==> src/rtl/vend_ctrl.sv <==
// vend_ctrl: coin-operated vending controller.
//   Accepts 25p/50p/100p coins up to MAXCREDIT, vends one of four products
//   priced by PRICE0..PRICE3, pays change after a vend, and refunds credit on
//   cancel or after TIMEOUT idle cycles while collecting.
// Ports:
//   clock        - single clock, rising edge
//   reset        - asynchronous, active-low
//   coin[1:0]    - 00=25p, 01=50p, 10=100p, 11=no coin
//   sel[1:0]     - product index, sampled with sel_valid
//   sel_valid    - one-cycle product request
//   cancel       - refund request (honoured only while collecting)
//   change_ack   - dispenser has paid out change_amt
//   credit[7:0]  - accumulated credit in paise
//   vend         - one-cycle product release pulse, prod_id valid with it
//   change_valid - change/refund request, change_amt held while high
//   coin_reject  - one-cycle pulse: the coin offered last cycle was refused
//   low_credit   - one-cycle pulse: selection refused for insufficient credit
//   busy         - high while vending, paying change or refunding
module vend_ctrl #(
  parameter logic [7:0] PRICE0    = 8'd25,
  parameter logic [7:0] PRICE1    = 8'd50,
  parameter logic [7:0] PRICE2    = 8'd75,
  parameter logic [7:0] PRICE3    = 8'd100,
  parameter logic [7:0] TIMEOUT   = 8'd200,
  parameter logic [7:0] MAXCREDIT = 8'd200
) (
  input  logic       clock,
  input  logic       reset,
  input  logic [1:0] coin,
  input  logic [1:0] sel,
  input  logic       sel_valid,
  input  logic       cancel,
  input  logic       change_ack,
  output logic [7:0] credit,
  output logic       vend,
  output logic [1:0] prod_id,
  output logic       change_valid,
  output logic [7:0] change_amt,
  output logic       coin_reject,
  output logic       low_credit,
  output logic       busy
);

  typedef enum logic [2:0] {IDLE, COLLECT, VEND, CHANGE, REFUND} state_t;

  state_t     state, state_nx;
  logic [7:0] idle_cnt, idle_cnt_nx;
  logic [7:0] credit_nx;
  logic [1:0] sel_lat, sel_lat_nx;
  logic       reject_nx, low_nx;
  logic       coin_ok;
  logic [7:0] coin_val;
  logic [7:0] price;
  logic [8:0] sum;
  logic       paying_nx;

  always_comb begin
    coin_ok  = 1'b1;
    coin_val = '0;
    case (coin)
      2'b00:   coin_val = 8'd25;
      2'b01:   coin_val = 8'd50;
      2'b10:   coin_val = 8'd100;
      default: coin_ok  = 1'b0;
    endcase
  end

  always_comb begin
    case (sel)
      2'd0:    price = PRICE0;
      2'd1:    price = PRICE1;
      2'd2:    price = PRICE2;
      default: price = PRICE3;
    endcase
  end

  // 9-bit sum so the ceiling test cannot be fooled by 8-bit wrap.
  assign sum = {1'b0, credit} + {1'b0, coin_val};

  always_comb begin
    state_nx    = state;
    credit_nx   = credit;
    idle_cnt_nx = idle_cnt;
    sel_lat_nx  = sel_lat;
    reject_nx   = 1'b0;
    low_nx      = 1'b0;
    case (state)
      IDLE: begin
        credit_nx = '0;
        if (coin_ok) begin
          if (sum <= {1'b0, MAXCREDIT}) begin
            credit_nx   = coin_val;
            state_nx    = COLLECT;
            idle_cnt_nx = '0;
          end else begin
            reject_nx = 1'b1;
          end
        end
      end
      COLLECT: begin
        // cancel beats sel_valid beats coin; a coin losing priority is refused
        if (cancel) begin
          state_nx    = REFUND;
          reject_nx   = coin_ok;
          idle_cnt_nx = '0;
        end else if (sel_valid) begin
          idle_cnt_nx = '0;
          reject_nx   = coin_ok;
          if (credit >= price) begin
            credit_nx  = credit - price;
            sel_lat_nx = sel;
            state_nx   = VEND;
          end else begin
            low_nx = 1'b1;
          end
        end else if (coin_ok) begin
          idle_cnt_nx = '0;
          if (sum <= {1'b0, MAXCREDIT}) credit_nx = sum[7:0];
          else                          reject_nx = 1'b1;
        end else if (idle_cnt == TIMEOUT - 8'd1) begin
          state_nx    = REFUND;
          idle_cnt_nx = '0;
        end else begin
          idle_cnt_nx = idle_cnt + 8'd1;
        end
      end
      VEND: begin
        reject_nx = coin_ok;
        state_nx  = (credit != '0) ? CHANGE : IDLE;
      end
      CHANGE, REFUND: begin
        reject_nx = coin_ok;
        if (change_ack) begin
          credit_nx = '0;
          state_nx  = IDLE;
        end
      end
      default: state_nx = IDLE;
    endcase
  end

  assign paying_nx = (state_nx == CHANGE) || (state_nx == REFUND);

  // Outputs are registered from next-state values so they line up with the
  // state they describe.
  always_ff @(posedge clock or negedge reset) begin
    if (!reset) begin
      state        <= IDLE;
      idle_cnt     <= '0;
      sel_lat      <= '0;
      credit       <= '0;
      vend         <= 1'b0;
      prod_id      <= '0;
      change_valid <= 1'b0;
      change_amt   <= '0;
      coin_reject  <= 1'b0;
      low_credit   <= 1'b0;
      busy         <= 1'b0;
    end else begin
      state        <= state_nx;
      idle_cnt     <= idle_cnt_nx;
      sel_lat      <= sel_lat_nx;
      credit       <= credit_nx;
      vend         <= (state_nx == VEND);
      prod_id      <= (state_nx == VEND) ? sel_lat_nx : '0;
      change_valid <= paying_nx;
      change_amt   <= paying_nx ? credit_nx : '0;
      coin_reject  <= reject_nx;
      low_credit   <= low_nx;
      busy         <= (state_nx == VEND) || paying_nx;
    end
  end

endmodule

==> config.mk <==
export PLATFORM = sky130hd
export DESIGN_NAME = vend_ctrl
export DESIGN_NICKNAME = d
export VERILOG_FILES = /design/src/rtl/vend_ctrl.sv
export SDC_FILE = /design/constraint.sdc
export NUM_CORES = 1
export LEC_CHECK = 0
export CORE_AREA = 2 2 73 75
export DETAILED_ROUTE_END_ITERATION = 8
export DIE_AREA = 0 0 75 77
export GPL_ROUTABILITY_DRIVEN = 0
export PLACE_DENSITY = 0.85
export SLEW_MARGIN = 10
export SYNTH_ARGS = -nofsm -noshare
export SYNTH_HDL_FRONTEND = slang
export SYNTH_SLANG_ARGS = --single-unit
==> constraint.sdc <==
create_clock -name clock -period 7.8 [get_ports clock]
set_input_delay 0.78 -clock clock [delete_from_list [all_inputs] [get_ports clock]]
set_output_delay 0.78 -clock clock [all_outputs]
set_load 0.05 [all_outputs]
# Yosys cells after proc, flatten, opt, wreduce, memory -nomap -nowiden
# Index checks and enable logic that the tools add are counted.
[word_totals]
input_bits = 9
elab_cells = 85
output_inout_bits = 23
register_bits = 36
[classes]
n_reduce_logical = 11
mux = 44
add_sub_neg = 3
n_eq_ne = 14
n_lt_le_gt_ge = 2
[ops]
columns = ["cell", "n"]
rows = [
  ["2-to-1 mux 8 bit", 15],
  ["one-hot mux 7 bit (3 select lines)", 2],
  ["2-to-1 mux 3 bit", 8],
  ["one-hot mux 8 bit (3 select lines)", 1],
  ["one-hot mux 8 bit (2 select lines)", 1],
  ["== test 3 x 2 -> 1 bit (second input constant)", 4],
  ["2-to-1 mux 2 bit", 6],
  ["one-hot mux 3 bit (4 select lines)", 1],
  ["adder 8 x 8 -> 9 bit", 1],
  ["less-or-equal comparator 9 x 8 -> 1 bit (second input constant)", 1],
  ["2-to-1 mux 1 bit", 9],
  ["adder 8 x 1 -> 8 bit (second input constant)", 1],
  ["== test 8 bit (second input constant)", 1],
  ["greater-or-equal comparator 8 bit", 1],
  ["nonzero test 8 bit", 1],
  ["subtractor 8 bit", 1],
  ["== test 3 bit (second input constant)", 2],
  ["OR reduction 3 bit", 2],
  ["== test 2 x 1 -> 1 bit (second input constant)", 2],
  ["== test 2 bit (second input constant)", 2],
  ["zero test 2 bit", 2],
  ["inequality test 2 bit (second input constant)", 2],
  ["== test 3 x 1 -> 1 bit (second input constant)", 1],
  ["zero test 3 bit", 1],
  ["other kinds (5)", 6],
]

# Logic depth before layout (Yosys ltp)
[depth]
ltp_word = 10
depth_mapped = 14
ltp_nobuf = 13

# Worst setup path after synthesis
# No wires, ideal clock.
[synth_timing]
kind = "input to register"
start = "input coin[1]"
end = "register change_amt[3]"
setup_slack_ns = 4.472
t_arrival_ns = 3.255
path_buffers = 0
path_stages = 13
path_cell_list = "inv_1 -> ha_1 -> ha_1 -> inv_1 -> fa_1 -> nand2b_1 -> a21bo_1 -> a221oi_2 -> a21boi_2 -> a21oi_2 -> a22o_2 -> or3b_4 -> a21oi_2"
[synth_between]
elab_chain_cells = 10
word_cells_on_any_way = 25
cone_classes = "add/sub: 1; order compare: 1; eq/ne: 4; mux: 16; reduce/logical: 3"
[synth_lines]
columns = ["item", "line", "source"]
rows = [
  ["start: declaration", "29", "input logic [1:0] coin,"],
  ["== test 2 bit, or another cell as far along", "60", "case (coin)"],
  ["one-hot mux 7 bit (3 select lines) or OR reduction 3 bit (tied branches)", "-", ""],
  ["adder 8 x 8 -> 9 bit or 2-to-1 mux 1 bit (tied branches)", "78, 60", ""],
  ["less-or-equal comparator 9 x 8 -> 1 bit or 2-to-1 mux 3 bit (tied branches)", "91, 118, 116", ""],
  ["2-to-1 mux 3 bit, or another cell as far along", "91", "if (sum <= {1'b0, MAXCREDIT}) begin"],
  ["2-to-1 mux 3 bit, or another cell as far along", "90", "if (coin_ok) begin"],
  ["one-hot mux 3 bit (4 select lines) or 2-to-1 mux 8 bit (tied branches)", "87, 106", ""],
  ["== test 3 x 2 -> 1 bit, or another cell as far along", "142", "assign paying_nx = (state_nx == CHANGE) || (state_nx == REFUND);"],
  ["logical OR 1 bit or one-hot mux 8 bit (3 select lines) (tied branches)", "142, 87", ""],
  ["2-to-1 mux 8 bit (*)", "167", "change_amt <= paying_nx ? credit_nx : '0;"],
  ["end signal: assignment", "167", ""],
  ["end: declaration", "38", "output logic [7:0] change_amt,"],
]
# Mark *: on every way between the ends. The rest lies on a longest branch, timed or not.
# A chain may end at the register's enable or synchronous reset.

# Worst setup path after layout
[layout_timing]
start = "input coin[0]"
end = "register change_amt[3]"
# Same word-level chain as after synthesis.

==> metrics.cfg <==
[outcome]
status=finished, final reports clean

[sta]
skew_ps=5.90
slew_headroom_pct=46.6
maxSlewViolCount=0
hold_slack_ps=514
min_period_over_period_pct=53.1
max_freq_mhz=241
post-route-min-period_ps=4140
worstMarginPinSlew_ps=795
rsz0062_at_grt=no
setup_tns_ps=0
fin_ws_ps=3660
hold_violations=0
setup_viol=0

[synth]
synth.avg_cell_area_um2=8.76
ys_top_cells_by_area=dfrtp_1 (32%), ha_1 (11%), o21ai_0 (3.8%), nor2_1 (3.7%), inv_1 (3.4%)
async_reset_ff_share_pct=100
synth.most_common_cell=dfrtp_1
ys.flop_type=dfrtp_1
ys_types=63
synth_seq_cells=34
netlist_instances=303
yosys.area.top_type=dfrtp_1
synth_common_cells=dfrtp_1 (34), nor2_1 (26), ha_1 (24), inv_1 (24)
yosysTopAreaCellShare_pct=32.0
ys_warn_count=0
synth_seq_area_share_pct=32.0
netlist_area_um2=2660
synth_edf_count=0
syn-num-nets=338

[finish]
diodes=0
layout-drive-gt1-share_pct=7.42
seq_area_um2=851
nNetsFinal=371
multiInputGateArea_um2=1680
fillers=426
design_area_um2=3170
syn_to_final_growth_pct=19.2

[power_and_ir_drop]
p_seq_share_pct=23.3
p_comb_share_pct=60.1
power.density_nw_per_um2=377
p_clk_share_pct=16.6
p_int_w=0.000615
switching_share_pct=48.5
p_sw_w=0.000580
power_leakage_nw=1.43
peakVddDrop_mv=0.140

[min_path]
holdPathStages=1
hp-class=flip-flop to flip-flop

[floorplanning]
start_util_pct=53.3
dieHeight_um=77
core_area_um2=4980
rows=26
fp.dieW_um=75
die_area_um2=5780
io_pins=32

[clocking]
cts_tree=built
cts_buffer_depth=2
post-cts-setup-buffers=0
cts_max_level=2
clk_latency_ps=290
cts.sinks=34
hold_buffers=0
cts-root-buf=clkbuf_8
numCtsBuffers=5
clk_pin_slew_ps=80
post_cts_resized=0

[setup_path]
crit_fanout=11
max_stage_delay_ps=490
cp_cell_sequence=clkdlybuf4s50_1 > inv_1 > ha_1 > ha_1 > inv_1 > fa_1 > nand2b_1 > a21bo_1 > a221oi_2 > a21boi_2 > a21oi_2 > a22o_2 > or3b_4 > a21oi_2
worst_path_max_delay_cell=clkdlybuf4s50_1
path_class=input port to flip-flop
cp.arrival_ps=4370
cp-end-kind=flip-flop
rr_worst_depth=11
critPathLaunchType=input port
critPathRequiredTime_ps=8020

[drt]
drt_iter0_drc=195
viasPerCell=6.18
antenna_left=0
vias=2514
drc=0
dr.pass1.iters=4
routed_wl_um=6520
wl_per_cell_um=16.0

[placement]
post_dp_cell_area_um2=3030
dpl.hpwl_um=4910
port_buffers=31
pre_cts_ws_ps=3440

[global_routing]
gr-total-overflow=0
grt_pass1_wl_um=10900
antenna_found_initial=0
track_usage_pct=24.0
first_global_vias=2339
grt_max_degree=35

[job]
maxCapViolCount=0

-- worst paths after layout --
check	end	slack [ps]	startpoint
max	change_amt[3]	3660	coin[0]
min	idle_cnt[7]	510	idle_cnt[7]
max reg2reg	change_amt[3]	4520	credit[0]
min reg2reg	idle_cnt[7]	510	idle_cnt[7]
max in group asynchronous	idle_cnt[4]	6600	reset
min in group asynchronous	change_amt[1]	880	reset
-- layer usage --
metal	share of wire, %	vias up	wire [um]	track usage [%]
met2	45	117	2960	37.1
met1	43	1179	2820	32.2
met3	7.0	32	454	3.42
met5	0	-	0	0
li1	-	1186	-	-
met4	4.5	0	294	12.1
-- registers in the layout, summed over array words and instances, names as in the netlist --
register      cells
busy              1
change_valid      1
credit            8
low_credit        1
vend              1
coin_reject       1
prod_id           2
change_amt        8
idle_cnt          8
state             3
-- power by group through the flow --
stage	clock (W)	combinational, W	sequential [W]
after global routing	0.000208	0.000775	0.000283
final	0.000199	0.000718	0.000278
after floorplan	0	0.000423	0.000375
after CTS	0.000201	0.000708	0.000276
after global placement	0	0.000692	0.000279
after detailed placement	0	0.000700	0.000279
-- worst max-delay path: cells and delay by family --
family | cells | cell delay (ps)
compound gates | 6 | 1440
simple gates | 2 | 590
fa+ha+maj | 3 | 870
buf+inv | 3 | 690
-- stage by stage --
stage	power [W]	cells	util [%]
floorplan	0.000798	303	-
global placement	0.000971	399	60.8
detailed placement	0.000980	399	60.8
CTS	0.00118	407	63.6
global route	0.00127	407	63.6
finish	0.00119	407	63.6
-- placed cells by master (no fill, tap or decap), drive strengths merged, types with 3 or more instances in the layout --
cell type	synthesis	final
o21ai	24	24
or2	5	5
dfrtp	34	34
o211a	3	3
clkbuf	3	5
nor2b	3	3
nand2b	11	11
nor4	4	4
inv	24	24
nand3	11	11
nand4	4	4
and2	3	3
a21oi	15	15
nor3	6	6
ha	24	24
a31oi	7	7
and3	4	4
o311ai	3	3
o211ai	4	4
nor2	27	27
nand2	20	20
o21a	6	6
nand3b	3	3
a21o	4	4
clkdlybuf4s50	0	31
a311o	3	3
xnor2	4	4
o221ai	4	4
a211oi	3	3
-- final cells by class --
type | count | area share (%)
clock buffer | 5 | 2.17
clock inverter | 3 | 2.17
multi-input combinational | 239 | 53.1
sequential | 34 | 26.9
inverter | 24 | 2.85
timing repair buffer | 32 | 10.0
tap | 70 | 2.77
-- logic make-up (layout without fill, tap and decap cells) --
group	Yosys count	count (layout)	synth area share, %
simple gates	103	103	19.5
compound gates	102	102	28.3
xor+xnor	6	6	1.98
mux	2	2	0.754
buf+inv	30	64	4.62
flops	34	34	32.0
fa+ha+maj	26	26	12.8
Power figures use the tool's default switching activity.
